==> src/rtl/cnn.sv <==
// cnn: single-layer 2D convolution engine.
// Holds NUM_FEATURES kernels of KERNEL_SIZE x KERNEL_SIZE signed 2-bit weights and
// convolves a parallel-presented signed 2-bit image with all of them at once.
// One output position per cycle is produced for every feature map (no padding).
// Ports:
//   clk                 - clock, rising edge
//   rst_cnn             - async active-low reset of FSM, counters and outputs
//   rst_weights         - async active-low clear of the weight memory
//   image_input         - image, [row][col], signed 2-bit elements
//   weights_input       - one flattened kernel, index r*K+c
//   feature_writeAddr   - kernel slot written when feature_WrEn is low
//   feature_WrEn        - active-low weight write enable
//   convolution_enable  - active-low run request / pause when high in CONV
//   outfmap             - registered output maps [feature][row][col]
//   done                - high once every output position has been written
module cnn #(
  parameter int unsigned IMAGE_WIDTH  = 12,
  parameter int unsigned IMAGE_HEIGHT = 12,
  parameter int unsigned NUM_FEATURES = 2,
  parameter int unsigned KERNEL_SIZE  = 3,
  parameter int unsigned STRIDE       = 1,
  parameter int unsigned DATA_WIDTH   = 8,
  localparam int unsigned OW = (IMAGE_WIDTH - KERNEL_SIZE) / STRIDE + 1,
  localparam int unsigned OH = (IMAGE_HEIGHT - KERNEL_SIZE) / STRIDE + 1,
  localparam int unsigned AW = (NUM_FEATURES > 1) ? $clog2(NUM_FEATURES) : 1,
  localparam int unsigned KK = KERNEL_SIZE * KERNEL_SIZE
) (
  input  logic                         clk,
  input  logic                         rst_cnn,
  input  logic                         rst_weights,
  input  logic signed [1:0]            image_input [IMAGE_HEIGHT][IMAGE_WIDTH],
  input  logic signed [1:0]            weights_input [KK],
  input  logic [AW-1:0]                feature_writeAddr,
  input  logic                         feature_WrEn,
  input  logic                         convolution_enable,
  output logic signed [DATA_WIDTH-1:0] outfmap [NUM_FEATURES][OH][OW],
  output logic                         done
);

  localparam int unsigned RW  = (OH > 1) ? $clog2(OH) : 1;
  localparam int unsigned CW  = (OW > 1) ? $clog2(OW) : 1;
  localparam int unsigned IRW = (IMAGE_HEIGHT > 1) ? $clog2(IMAGE_HEIGHT) : 1;
  localparam int unsigned ICW = (IMAGE_WIDTH > 1) ? $clog2(IMAGE_WIDTH) : 1;

  typedef enum logic [1:0] {IDLE, CONV, DONE} state_t;

  state_t                       state_q;
  logic [RW-1:0]                row_q;
  logic [CW-1:0]                col_q;
  logic signed [1:0]            weights_q [NUM_FEATURES][KK];
  logic signed [DATA_WIDTH-1:0] conv_c [NUM_FEATURES];

  // Weight memory: whole-kernel writes, cleared only by rst_weights.
  always_ff @(posedge clk or negedge rst_weights) begin
    if (!rst_weights) begin
      weights_q <= '{default: '0};
    end else if (!feature_WrEn && (32'(feature_writeAddr) < NUM_FEATURES)) begin
      weights_q[feature_writeAddr] <= weights_input;
    end
  end

  // Window MAC per feature as a sign-extended add chain; wraps at DATA_WIDTH.
  for (genvar f = 0; f < NUM_FEATURES; f++) begin : g_feat
    logic signed [DATA_WIDTH-1:0] psum [KK];
    for (genvar i = 0; i < KK; i++) begin : g_tap
      localparam int unsigned TR = i / KERNEL_SIZE;
      localparam int unsigned TC = i % KERNEL_SIZE;
      logic signed [DATA_WIDTH-1:0] prod;
      assign prod = DATA_WIDTH'(weights_q[f][i]) *
                    DATA_WIDTH'(image_input[IRW'(32'(row_q) * STRIDE + TR)]
                                           [ICW'(32'(col_q) * STRIDE + TC)]);
      if (i == 0) begin : g_first
        assign psum[i] = prod;
      end else begin : g_next
        assign psum[i] = psum[i-1] + prod;
      end
    end
    assign conv_c[f] = psum[KK-1];
  end

  // Control FSM with registered outputs; enable high in CONV freezes everything.
  always_ff @(posedge clk or negedge rst_cnn) begin
    if (!rst_cnn) begin
      state_q <= IDLE;
      row_q   <= '0;
      col_q   <= '0;
      done    <= 1'b0;
      outfmap <= '{default: '0};
    end else begin
      case (state_q)
        IDLE: begin
          if (!convolution_enable) begin
            state_q <= CONV;
            row_q   <= '0;
            col_q   <= '0;
          end
        end
        CONV: begin
          if (!convolution_enable) begin
            for (int f = 0; f < NUM_FEATURES; f++) begin
              outfmap[AW'(f)][row_q][col_q] <= conv_c[AW'(f)];
            end
            if (col_q == CW'(OW - 1)) begin
              col_q <= '0;
              if (row_q == RW'(OH - 1)) begin
                row_q   <= '0;
                state_q <= DONE;
                done    <= 1'b1;
              end else begin
                row_q <= row_q + 1'b1;
              end
            end else begin
              col_q <= col_q + 1'b1;
            end
          end
        end
        DONE: begin
          if (convolution_enable) begin
            state_q <= IDLE;
            done    <= 1'b0;
          end
        end
        default: state_q <= IDLE;
      endcase
    end
  end

endmodule

==> config.mk <==
export PLATFORM = sky130hd
export DESIGN_NAME = cnn
export DESIGN_NICKNAME = d
export VERILOG_FILES = /design/src/rtl/cnn.sv
export SDC_FILE = /design/constraint.sdc
export NUM_CORES = 2
export LEC_CHECK = 0
export ABC_AREA = 1
export CELL_PAD_IN_SITES_DETAIL_PLACEMENT = 2
export CELL_PAD_IN_SITES_GLOBAL_PLACEMENT = 2
export CORE_AREA = 2 2 749 751
export CTS_CLUSTER_SIZE = 14
export DETAILED_ROUTE_END_ITERATION = 8
export DIE_AREA = 0 0 751 753
export PLACE_DENSITY_LB_ADDON = 0.05
export SLEW_MARGIN = 20
export SYNTH_ARGS = -nofsm -noshare
export SYNTH_HDL_FRONTEND = slang
export SYNTH_SLANG_ARGS = --single-unit
==> constraint.sdc <==
create_clock -name clk -period 7.46 [get_ports clk]
set_input_delay 1.119 -clock clk [delete_from_list [all_inputs] [get_ports clk]]
set_output_delay 1.119 -clock clk [all_outputs]
set_load 0.005 [all_outputs]
==> reports/metrics.json <==
{
  "worstSetupEndpointType": "flop",
  "detail_route.vias_per_cell": 3.02,
  "post-route-worst-setup-slack_ps": -543,
  "effective_utilization_at_floorplan_pct": 8.51,
  "total_neg_setup_slack_ps": -195780,
  "drt-total-wl_um": 381000,
  "worst_path_most_repeated_cell": "fa_1",
  "post-route-util_pct": 13.6,
  "core-area_mm2": 0.558,
  "vias_in_the_first_global_route": 49100,
  "ant_nets": 0,
  "critPathTopFamily": "adder cells",
  "synth.mux.area_fraction_pct": 0.384,
  "multi_input_comb_area_mm2": 0.0219,
  "dpl_worst_slack_ps": -2010,
  "holdCritPathClass": "input port to asynchronous set/reset pin",
  "synthAdderAreaFrac_pct": 3.19,
  "area_growth_from_synthesis_to_layout_pct": 60.3,
  "design.final.nets": 7972,
  "critPathSlowestCell": "fa_1",
  "post_synth_num_cell_types": 43,
  "floorplan.die_area_mm2": 0.566,
  "cts-htree-levels": 3,
  "wire_per_inst_um": 25.2,
  "asyncSetResetFlopFracSynth_pct": 100,
  "cts_num_sinks": 829,
  "clk_latency_ps": 880,
  "crit_required_ps": 8200,
  "synth_top_family_by_area": "buffers and inverters",
  "dominantRegCellSynth": "dfrtp_1",
  "outcome": "finished with violations",
  "detailed_placer_s_ending_hpwl_um": 301000,
  "max_clock_freq_mhz": 125,
  "report.final.setup_viol": 594,
  "report.final.hold_viol_count": 0,
  "synthCells": 6013,
  "worst-slew-pin-transition_ps": 1010,
  "die-width_um": 751,
  "path_buf_inv": 17,
  "netlist_top_cells_area": "dfrtp_1 (44%), buf_4 (13%), nand2_1 (12%), o21ai_0 (10%), nand3_1 (3.6%)",
  "finalHoldWorstSlack_ps": 185,
  "worstSetupStartpointType": "flop",
  "dr.first_iter.drc_count": 1911,
  "grt_antenna_before_repair": 92,
  "sequential_area_share_after_synthesis_pct": 43.6,
  "detail_route.drc_violations": 0,
  "rows": 275,
  "timing.critical_path.slowest_cell_delay_ps": 570,
  "grt.total_usage_pct": 12.9,
  "synth.ff_latch_count": 829,
  "sequential_cell_area_mm2": 0.0208,
  "maxCapViolCount": 0,
  "synth_compound_gate_area_share_pct": 14.4,
  "final.fill_count": 64900,
  "globalRouteOverflowTotal": 0,
  "final-max-slew-violation-count": 0,
  "drive_gt1_share_pct": 15.7,
  "arrival_ps": 8740,
  "drt_pass1_iterations": 5,
  "mappedNetlistArea_mm2": 0.0475,
  "violations": "setup timing",
  "post_layout_min_period_ps": 8000,
  "boundaryPins": 1913,
  "edff_count_synth": 0,
  "synth_simple_gate_area_share_pct": 18.6,
  "worstSetupPathType": "flop to flop",
  "gp_routability_congestion": 0.709,
  "clk_pin_slew_ps": 60,
  "yosys_warnings": 800,
  "placement.io_buffers": 1112,
  "timing.final.crit_share_pct": 107,
  "synthDominantAreaCellType": "dfrtp_1",
  "global_route_wire_length_before_repair_um": 497000,
  "largest_net_degree_at_the_start_of_global_routing": 122,
  "synth_top_area_share_pct": 43.6,
  "yosys.area_share.xor_xnor_pct": 0.353,
  "detailroute.via_count": 45800,
  "rsz0062_at_grt": "true",
  "cts_tree": "done",
  "cts_buffer_depth": 4,
  "timing.max_slew.rel_slack_pct": 32.8,
  "clock-skew-final_ps": 86.7,
  "cts.root.buffer_cell": "clkbuf_16",
  "die_h_um": 753,
  "critical_path.max_fanout": 9,
  "syn_avg_cell_area_um2": 7.91,
  "cts_buffer_count": 120
}
==> synthesized netlist by cell type (2+ instances only) <==
master       n
buf_4      814
ha_1        30
o21bai_1     2
a21oi_1    116
clkbuf_1   240
nor2_4       6
dfrtp_1    829
nor2_1     182
o21a_1       5
nor3_1      57
xor2_1       6
buf_2       62
mux2i_1     16
clkinv_1    12
o21ai_1     65
mux2_2       2
buf_6       28
nor2_2       9
nand2_2      3
xor2_4       2
nand2_1   1578
o21ai_0    986
or2_2        7
inv_1      379
buf_1       21
fa_1        57
nand3_1    340
inv_2       18
xnor2_1      5
o22ai_1     20
o211ai_1   104
==> layout by cell type (no fill, tap or decap), types with 49 or more instances in the layout <==
cell,instances
dfrtp_1,826
o21ai_2,129
nor3_1,57
o21ai_0,713
buf_4,503
o21ai_1,202
clkbuf_16,128
conb_1,800
nand2_1,1533
clkdlybuf4s50_1,1111
fa_1,49
nand3_1,307
nor2_1,170
o211ai_1,104
buf_12,111
a21oi_1,100
inv_1,367
==> sequential cells by signal, indices dropped and copies added (netlist names) <==
signal / flops
col_q: 4
done: 1
outfmap: 800
row_q: 4
state_q: 2
weights_q: 18
==> stage by stage <==
| step | std cells | instance area (µm²) |
|---|---|---|
| after global routing | 15100 | 76200 |
| final | 15100 | 76200 |
| after CTS | 15100 | 75400 |
| after floorplan | 6812 | 50600 |
| after global placement | 14800 | 69200 |
| after detailed placement | 14800 | 69200 |
==> path summary, 6_finish.rpt <==
kind | start | slack (ps) | cells after the start | to
setup / recovery | row_q[0] | -540 | 37 | outfmap[1221]
hold / removal | rst_cnn | 190 | 1 | outfmap[961]
setup reg to reg | row_q[0] | -540 | 37 | outfmap[1221]
hold reg to reg | outfmap[1325] | 480 | 2 | outfmap[1325]
max in group asynchronous | rst_cnn | 5290 | 3 | outfmap[1081]
min in group clk | outfmap[1325] | 480 | 2 | outfmap[1325]
==> per-layer routing <==
layer | global-route usage, % | vias up | share of wire, %
li1 | - | 21000 | -
met1 | 15.9 | 23200 | 42
met2 | 23.4 | 1257 | 51
met3 | 2.77 | 295 | 5.2
met4 | 1.93 | 56 | 1.7
met5 | 0 | - | 0.095
==> kinds of logic (layout without fill, tap and decap cells) <==
family | Yosys count | count (layout)
AOI/OAI and AO/OA | 1302 | 1302
buffers and inverters | 1575 | 2413
xor gates and xnor gates | 14 | 14
DFF | 829 | 829
other | 1 | 812
muxes | 18 | 18
and+or+nand+nor | 2187 | 2187
adders and majority gates | 87 | 87
==> area by class of cell <==
cell class              count  area share (%)
inverters                 409            2.11
flip-flops and latches    829            27.2
well taps                7479            12.3
diodes                     12          0.0394
repair inverters            1          0.0213
clock buffers             182            4.60
multi-input cells        4408            28.7
repair buffers           1804            24.7
clock inverters            17           0.297
==> timing repair <==
item | CTS | global route
pin swaps | 51 | 58
hold buffers | 0 | 0
endpoints found under the setup margin | 700 | 601
resized for setup | 493 | 170
buffers inserted | 60 | 12
gates cloned | 25 | 9
Power is left out: the tool's default activity adds up to more than one toggle a clock period on the data nets, which glitch-free logic cannot reach.
